--- src/rtl/dmem_pkg.sv ---
// Shared definitions for the data-memory port arbiter: FSM encoding, MMIO map
// and the request-beat bundle that gets muxed onto the memory bus.
package dmem_pkg;

  localparam logic [0:0] ST_ARB   = 1'b0;
  localparam logic [0:0] ST_BURST = 1'b1;

  localparam logic [31:0] MMIO_LED_ADDR = 32'h4000_000C;
  localparam logic [31:0] MMIO_BCD_ADDR = 32'h4000_0010;

  localparam int WAIT_W = 4;

  typedef struct packed {
    logic        we;
    logic [31:0] addr;
    logic [31:0] wdata;
  } beat_t;

  function automatic beat_t pick_beat(input logic sel_m1, input beat_t b0, input beat_t b1);
    beat_t res;
    if (sel_m1) begin
      res = b1;
    end else begin
      res = b0;
    end
    return res;
  endfunction

endpackage

--- src/rtl/arb_starve_cnt.sv ---
// Saturating count of consecutive cycles M1 has lost arbitration to M0.
module arb_starve_cnt
  import dmem_pkg::*;
#(
  parameter int MAX_WAIT = 4
) (
  input  logic clk,
  input  logic reset,
  input  logic clr,
  input  logic inc,
  output logic at_max
);

  logic [WAIT_W-1:0] cnt_r;

  // clear has priority over increment; count parks at MAX_WAIT
  always_ff @(posedge clk or negedge reset) begin
    if (!reset) begin
      cnt_r <= {WAIT_W{1'b0}};
    end else if (clr) begin
      cnt_r <= {WAIT_W{1'b0}};
    end else if (inc && !at_max) begin
      cnt_r <= cnt_r + WAIT_W'(1);
    end else begin
      cnt_r <= cnt_r;
    end
  end

  assign at_max = (cnt_r == WAIT_W'(MAX_WAIT));

endmodule

--- src/rtl/dmem_port_arbiter.sv ---
// Two-master arbiter for the single-port data memory: M0 (pipeline MEM stage)
// has priority, M1 (loader/DMA) gets bursts and a starvation guarantee.
module dmem_port_arbiter
  import dmem_pkg::*;
#(
  parameter int MAX_WAIT  = 4,
  parameter int BURST_MAX = 8
) (
  input  logic        clk,
  input  logic        reset,
  input  logic        m0_req,
  input  logic        m0_we,
  input  logic [31:0] m0_addr,
  input  logic [31:0] m0_wdata,
  output logic        m0_gnt,
  output logic        m0_rvalid,
  output logic [31:0] m0_rdata,
  input  logic        m1_req,
  input  logic        m1_we,
  input  logic [31:0] m1_addr,
  input  logic [31:0] m1_wdata,
  input  logic        m1_last,
  output logic        m1_gnt,
  output logic        m1_rvalid,
  output logic [31:0] m1_rdata,
  output logic [31:0] mem_addr,
  output logic [31:0] mem_wdata,
  output logic        mem_read,
  output logic        mem_write,
  input  logic [31:0] mem_rdata
);

  localparam int BEAT_W = $clog2(BURST_MAX + 1);

  logic [0:0]        state_r, state_nxt_s;
  logic [BEAT_W-1:0] beat_cnt_r, beat_cnt_nxt_s;
  logic              m0_first_r, m0_first_nxt_s;
  logic              gnt0_s, gnt1_s, wait_clr_s, wait_inc_s, wait_at_max_s;
  logic              any_gnt_s;
  beat_t             bus_s;

  arb_starve_cnt #(.MAX_WAIT(MAX_WAIT)) u_starve (
    .clk    (clk),
    .reset  (reset),
    .clr    (wait_clr_s),
    .inc    (wait_inc_s),
    .at_max (wait_at_max_s)
  );

  // grant decision and next-state; m0_first_r gives M0 the cycle after a length-capped burst
  always_comb begin
    state_nxt_s    = state_r;
    beat_cnt_nxt_s = beat_cnt_r;
    m0_first_nxt_s = m0_first_r;
    gnt0_s         = 1'b0;
    gnt1_s         = 1'b0;
    wait_clr_s     = 1'b0;
    wait_inc_s     = 1'b0;
    case (state_r)
      ST_ARB: begin
        m0_first_nxt_s = 1'b0;
        if (m0_req && m1_req) begin
          if (m0_first_r) begin
            gnt0_s = 1'b1;
          end else if (wait_at_max_s) begin
            gnt1_s     = 1'b1;
            wait_clr_s = 1'b1;
          end else begin
            gnt0_s     = 1'b1;
            wait_inc_s = 1'b1;
          end
        end else if (m0_req) begin
          gnt0_s     = 1'b1;
          wait_clr_s = 1'b1;
        end else if (m1_req) begin
          gnt1_s     = 1'b1;
          wait_clr_s = 1'b1;
        end else begin
          wait_clr_s = 1'b0;
        end
        if (gnt1_s && !m1_last) begin
          state_nxt_s    = ST_BURST;
          beat_cnt_nxt_s = BEAT_W'(1);
        end else begin
          state_nxt_s = ST_ARB;
        end
      end
      ST_BURST: begin
        if (m1_req) begin
          gnt1_s         = 1'b1;
          beat_cnt_nxt_s = beat_cnt_r + BEAT_W'(1);
          if (m1_last) begin
            state_nxt_s = ST_ARB;
          end else if (beat_cnt_r == BEAT_W'(BURST_MAX - 1)) begin
            state_nxt_s    = ST_ARB;
            m0_first_nxt_s = 1'b1;
          end else begin
            state_nxt_s = ST_BURST;
          end
        end else begin
          state_nxt_s = ST_ARB;
        end
      end
      default: begin
        state_nxt_s = ST_ARB;
      end
    endcase
  end

  // grants are masked while reset is held so nothing reaches memory
  assign m0_gnt    = gnt0_s & reset;
  assign m1_gnt    = gnt1_s & reset;
  assign any_gnt_s = m0_gnt | m1_gnt;
  assign bus_s     = pick_beat(m1_gnt, beat_t'({m0_we, m0_addr, m0_wdata}),
                               beat_t'({m1_we, m1_addr, m1_wdata}));
  assign mem_addr  = any_gnt_s ? bus_s.addr  : 32'h0000_0000;
  assign mem_wdata = any_gnt_s ? bus_s.wdata : 32'h0000_0000;
  assign mem_read  = any_gnt_s & ~bus_s.we;
  assign mem_write = any_gnt_s & bus_s.we;

  // FSM state
  always_ff @(posedge clk or negedge reset) begin
    if (!reset) begin
      state_r    <= ST_ARB;
      beat_cnt_r <= {BEAT_W{1'b0}};
      m0_first_r <= 1'b0;
    end else begin
      state_r    <= state_nxt_s;
      beat_cnt_r <= beat_cnt_nxt_s;
      m0_first_r <= m0_first_nxt_s;
    end
  end

  // read return: capture memory data on a granted read, rdata holds until the next one
  always_ff @(posedge clk or negedge reset) begin
    if (!reset) begin
      m0_rvalid <= 1'b0;
      m0_rdata  <= 32'h0000_0000;
      m1_rvalid <= 1'b0;
      m1_rdata  <= 32'h0000_0000;
    end else begin
      m0_rvalid <= m0_gnt & ~m0_we;
      m1_rvalid <= m1_gnt & ~m1_we;
      if (m0_gnt && !m0_we) begin
        m0_rdata <= mem_rdata;
      end else begin
        m0_rdata <= m0_rdata;
      end
      if (m1_gnt && !m1_we) begin
        m1_rdata <= mem_rdata;
      end else begin
        m1_rdata <= m1_rdata;
      end
    end
  end

endmodule

--- config.mk ---
export PLATFORM = sky130hd
export DESIGN_NAME = dmem_port_arbiter
export DESIGN_NICKNAME = d
export VERILOG_FILES = /design/src/rtl/dmem_pkg.sv /design/src/rtl/arb_starve_cnt.sv /design/src/rtl/dmem_port_arbiter.sv
export SDC_FILE = /design/constraint.sdc
export NUM_CORES = 1
export LEC_CHECK = 0
export CORE_MARGIN = 3
export CORE_UTILIZATION = 42
export DETAILED_ROUTE_END_ITERATION = 8
export MAX_ROUTING_LAYER = met4
export PLACE_DENSITY_LB_ADDON = 0.15
export SKIP_LAST_GASP = 1
export SYNTH_ARGS = -nofsm -noshare
export SYNTH_HDL_FRONTEND = slang
export SYNTH_SLANG_ARGS = --single-unit
--- constraint.sdc ---
create_clock -name clk -period 4.5 [get_ports clk]
set_input_delay 0.9 -clock clk [delete_from_list [all_inputs] [get_ports clk]]
set_output_delay 0.9 -clock clk [all_outputs]
set_load 0.01 [all_outputs]
==> summary.json <==
{
  "cts_made_buffers": {"value": 9},
  "antenna_found_initial": {"value": 1},
  "path_max_fanout": {"value": 39},
  "main_combinational_cell_family_by_area_after_synthesis": {"value": "compound AO/OA/AOI/OAI gates"},
  "outcome": {"value": "finished, final reports clean"},
  "cts_root_buf": {"value": "sky130_fd_sc_hd__clkbuf_16"},
  "netlist.area_leader.share": {"value": 36.74, "unit": "%"},
  "compound_gate_fraction_of_synth_area": {"value": 31.47, "unit": "%"},
  "clock-sinks": {"value": 76},
  "synth_seq_area_share": {"value": 36.74, "unit": "%"},
  "grt_first_pass_wirelength": {"value": 26.74, "unit": "mm"},
  "area_growth_syn_to_layout": {"value": 63.91, "unit": "%"},
  "timing.final.max_slew_violations": {"value": 0},
  "post-cts-setup-buffer-count": {"value": 0},
  "num_rows": {"value": 39},
  "detailedPlacementHpwl": {"value": 13.16, "unit": "mm"},
  "synth_seq_cells": {"value": 76},
  "worstSkewPairLatency": {"value": 0.33, "unit": "ns"},
  "grt_overflow_total": {"value": 0},
  "ctsHtreeMaxLevel": {"value": 3},
  "synthesis.area_per_instance": {"value": 9.916, "unit": "um2"},
  "layout.cells.most_common": {"value": "sky130_fd_sc_hd__clkdlybuf4s50_1"},
  "post_synth_fa_ha_maj_area_fraction": {"value": 0.7252, "unit": "%"},
  "grt_use_total": {"value": 25.63, "unit": "%"},
  "core_area": {"value": 11710, "unit": "um2"},
  "skew": {"value": 0.007147, "unit": "ns"},
  "synth_cell_type_count": {"value": 40},
  "post_layout_nonfiller_instances": {"value": 931},
  "post_synth_and_or_nand_nor_area_fraction": {"value": 8.799, "unit": "%"},
  "cts_tree": {"value": "done"},
  "finalNetCount": {"value": 953},
  "cts.hold.buffers_added": {"value": 0},
  "timing.final.hold_violations": {"value": 0},
  "place.detailed.instances": {"value": 915},
  "first_global_vias": {"value": 5089},
  "worst_setup_path_end_kind": {"value": "primary output"},
  "worstPathRequired": {"value": 3.60, "unit": "ns"},
  "ys_async_sr_fraction": {"value": 100.0, "unit": "%"},
  "routed_via_density": {"value": 5.523},
  "pin_count": {"value": 301},
  "slew_headroom": {"value": 48.63, "unit": "%"},
  "finalCritPeriodShare": {"value": 89.21, "unit": "%"},
  "synth_top_cells_by_area": {"value": "sky130_fd_sc_hd__dfrtp_1 (37%), sky130_fd_sc_hd__o211a_1 (13%), sky130_fd_sc_hd__o21a_1 (9.7%)"},
  "holdCritPathClass": {"value": "flop to flop"},
  "netlist_instances": {"value": 522},
  "synth.area.mux_share": {"value": 16.03, "unit": "%"},
  "final.hold.worst_slack": {"value": 0.4855, "unit": "ns"},
  "clk_pin_slew": {"value": 0.06, "unit": "ns"},
  "buffers_on_ports": {"value": 300},
  "cts_buffer_depth": {"value": 2},
  "first_iter_violations": {"value": 429},
  "finalCoreUtilization": {"value": 72.45, "unit": "%"},
  "synthesized_area_fraction_occupied_by_xor_and_xnor_cells": {"value": 0, "unit": "%"},
  "die-width": {"value": 117.0, "unit": "um"},
  "route.detailed.drc": {"value": 0},
  "fp.dieH": {"value": 117.0, "unit": "um"},
  "timing.final.setup_violations": {"value": 0},
  "fill_cells": {"value": 878},
  "timing.critical_path.from_type": {"value": "primary input"},
  "routed-via-count": {"value": 5142},
  "ys_warn_count": {"value": 0},
  "min_period": {"value": 4.015, "unit": "ns"},
  "worst_slew_pin_slew": {"value": 0.7706, "unit": "ns"},
  "detailedRoute.firstPassIterationCount": {"value": 4},
  "power_density": {"value": 303.7, "unit": "nW/um2"},
  "wirelength": {"value": 17.98, "unit": "mm"},
  "synth_ff_type": {"value": "sky130_fd_sc_hd__dfrtp_1"},
  "ir_worst_vdd": {"value": 0.1824, "unit": "mV"},
  "final_cell_mix": {"value": "sky130_fd_sc_hd__clkdlybuf4s50_1 (298), sky130_fd_sc_hd__dfrtp_1 (76), sky130_fd_sc_hd__nand2_1 (71), sky130_fd_sc_hd__a21oi_1 (71), sky130_fd_sc_hd__o21a_1 (67)"},
  "yosysTopAreaCell": {"value": "sky130_fd_sc_hd__dfrtp_1"},
  "rsz0062_at_grt": {"value": "no"},
  "timing.critical_path.arrival": {"value": 3.11, "unit": "ns"},
  "routabilityCongestion": {"value": 0.8390},
  "total_leakage_power": {"value": 3.769, "unit": "nW"},
  "setup_tns": {"value": 0, "unit": "ns"},
  "layout-drive-gt1-share": {"value": 10.93, "unit": "%"},
  "clock.fmax": {"value": 0.2491, "unit": "GHz"},
  "die_outline_area": {"value": 13690, "unit": "um2"},
  "criticalPathCategory": {"value": "primary input to primary output"},
  "grt_max_degree": {"value": 140},
  "antenna_left": {"value": 0},
  "synth_enable_flop_cells": {"value": 0},
  "drt-wirelength-per-cell": {"value": 19.31, "unit": "um"},
  "cts-resized-gates": {"value": 0},
  "max_cap_violations": {"value": 0},
  "synth.net_count": {"value": 692},
  "netlist_area": {"value": 5176, "unit": "um2"},
  "floorplan.initialDensity": {"value": 44.20, "unit": "%"}
}
## per-layer routing
layer / track usage [%] / vias to the layer above / wire, um
met5: - / - / 0
met4: 7.645 / 0 / 393
met3: 5.347 / 33 / 1280
met2: 43.19 / 222 / 9147
met1: 31.07 / 2454 / 7157
li1: - / 2433 / -
## area by class of cell
class | count | area (um2) | area share, %
multi-input combinational | 381 | 2955 | 34.83
tap | 143 | 178.9 | 2.109
antenna | 1 | 2.502 | 0.02949
timing repair buffer | 311 | 3141 | 37.02
inverter | 4 | 15.01 | 0.1770
clock buffer | 10 | 229.0 | 2.699
clock inverter | 5 | 61.31 | 0.7226
sequential | 76 | 1902 | 22.42
## synthesized netlist by cell type, drive strengths merged, types with 2 or more instances
cell / n
nor3: 2
nand4bb: 2
dfrtp: 76
clkbuf: 34
inv: 4
o21a: 67
o21ai: 5
ha: 3
a21oi: 71
nand2b: 3
mux2: 64
buf: 27
nand3: 7
nand2: 71
nor3b: 2
o211a: 66
o211ai: 2
## state kept, by name, indices dropped and copies added, names as in the netlist
name,count
state_r,1
m0_rdata,32
m0_first_r,1
m0_rvalid,1
u_starve.cnt_r,4
beat_cnt_r,4
m1_rvalid,1
m1_rdata,32
## report_power, final
| group | internal [W] | switching, W | total [W] |
|---|---|---|---|
| registers | 0.000822 | 0.0000814 | 0.000904 |
| logic | 0.000609 | 0.000359 | 0.000968 |
| clock network | 0.000429 | 0.000275 | 0.000705 |
| total | 0.00186 | 0.000716 | 0.00258 |
## path summary, 6_finish.rpt
check	start	end	slack, ns	cells past startpoint
worst max-delay path	m0_req	mem_addr[3]	0.49	6
worst min-delay path	m1_rdata[29]	m1_rdata[29]	0.49	1
worst max register to register	u_starve.cnt_r[0]	m0_rdata[2]	1.88	7
worst min register to register	m1_rdata[29]	m1_rdata[29]	0.49	1
max in group asynchronous	reset	m1_rdata[23]	2.90	2
min in group asynchronous	reset	u_starve.cnt_r[0]	0.58	1
## cells by family (layout without fill, tap and decap cells)
kind of cell | count (synthesis) | in the layout
muxes | 64 | 64
and+or+nand+nor | 96 | 96
other | 0 | 1
DFF | 76 | 76
adders and majority gates | 3 | 3
AOI/OAI and AO/OA | 218 | 218
buffers and inverters | 65 | 330
## critical path, cell delays in order
cell	delay, ns
sky130_fd_sc_hd__clkdlybuf4s50_1	0.61
sky130_fd_sc_hd__and2b_4	0.40
sky130_fd_sc_hd__buf_12	0.25
sky130_fd_sc_hd__o211a_1	0.18
sky130_fd_sc_hd__o21a_1	0.19
sky130_fd_sc_hd__clkdlybuf4s50_1	0.56
## stage by stage
| stage | total power (W) | area (um2) | worst slack [ns] |
|---|---|---|---|
| floorplan | 0.001301 | 5176 | 1.643 |
| global placement | 0.001855 | 8192 | 0.5933 |
| detailed placement | 0.001889 | 8192 | 0.5336 |
| CTS | 0.002602 | 8482 | 0.5164 |
| global route | 0.002701 | 8484 | 0.4105 |
| finish | 0.002577 | 8484 | 0.4855 |
Note: power is estimated with default switching activity, not from simulation.
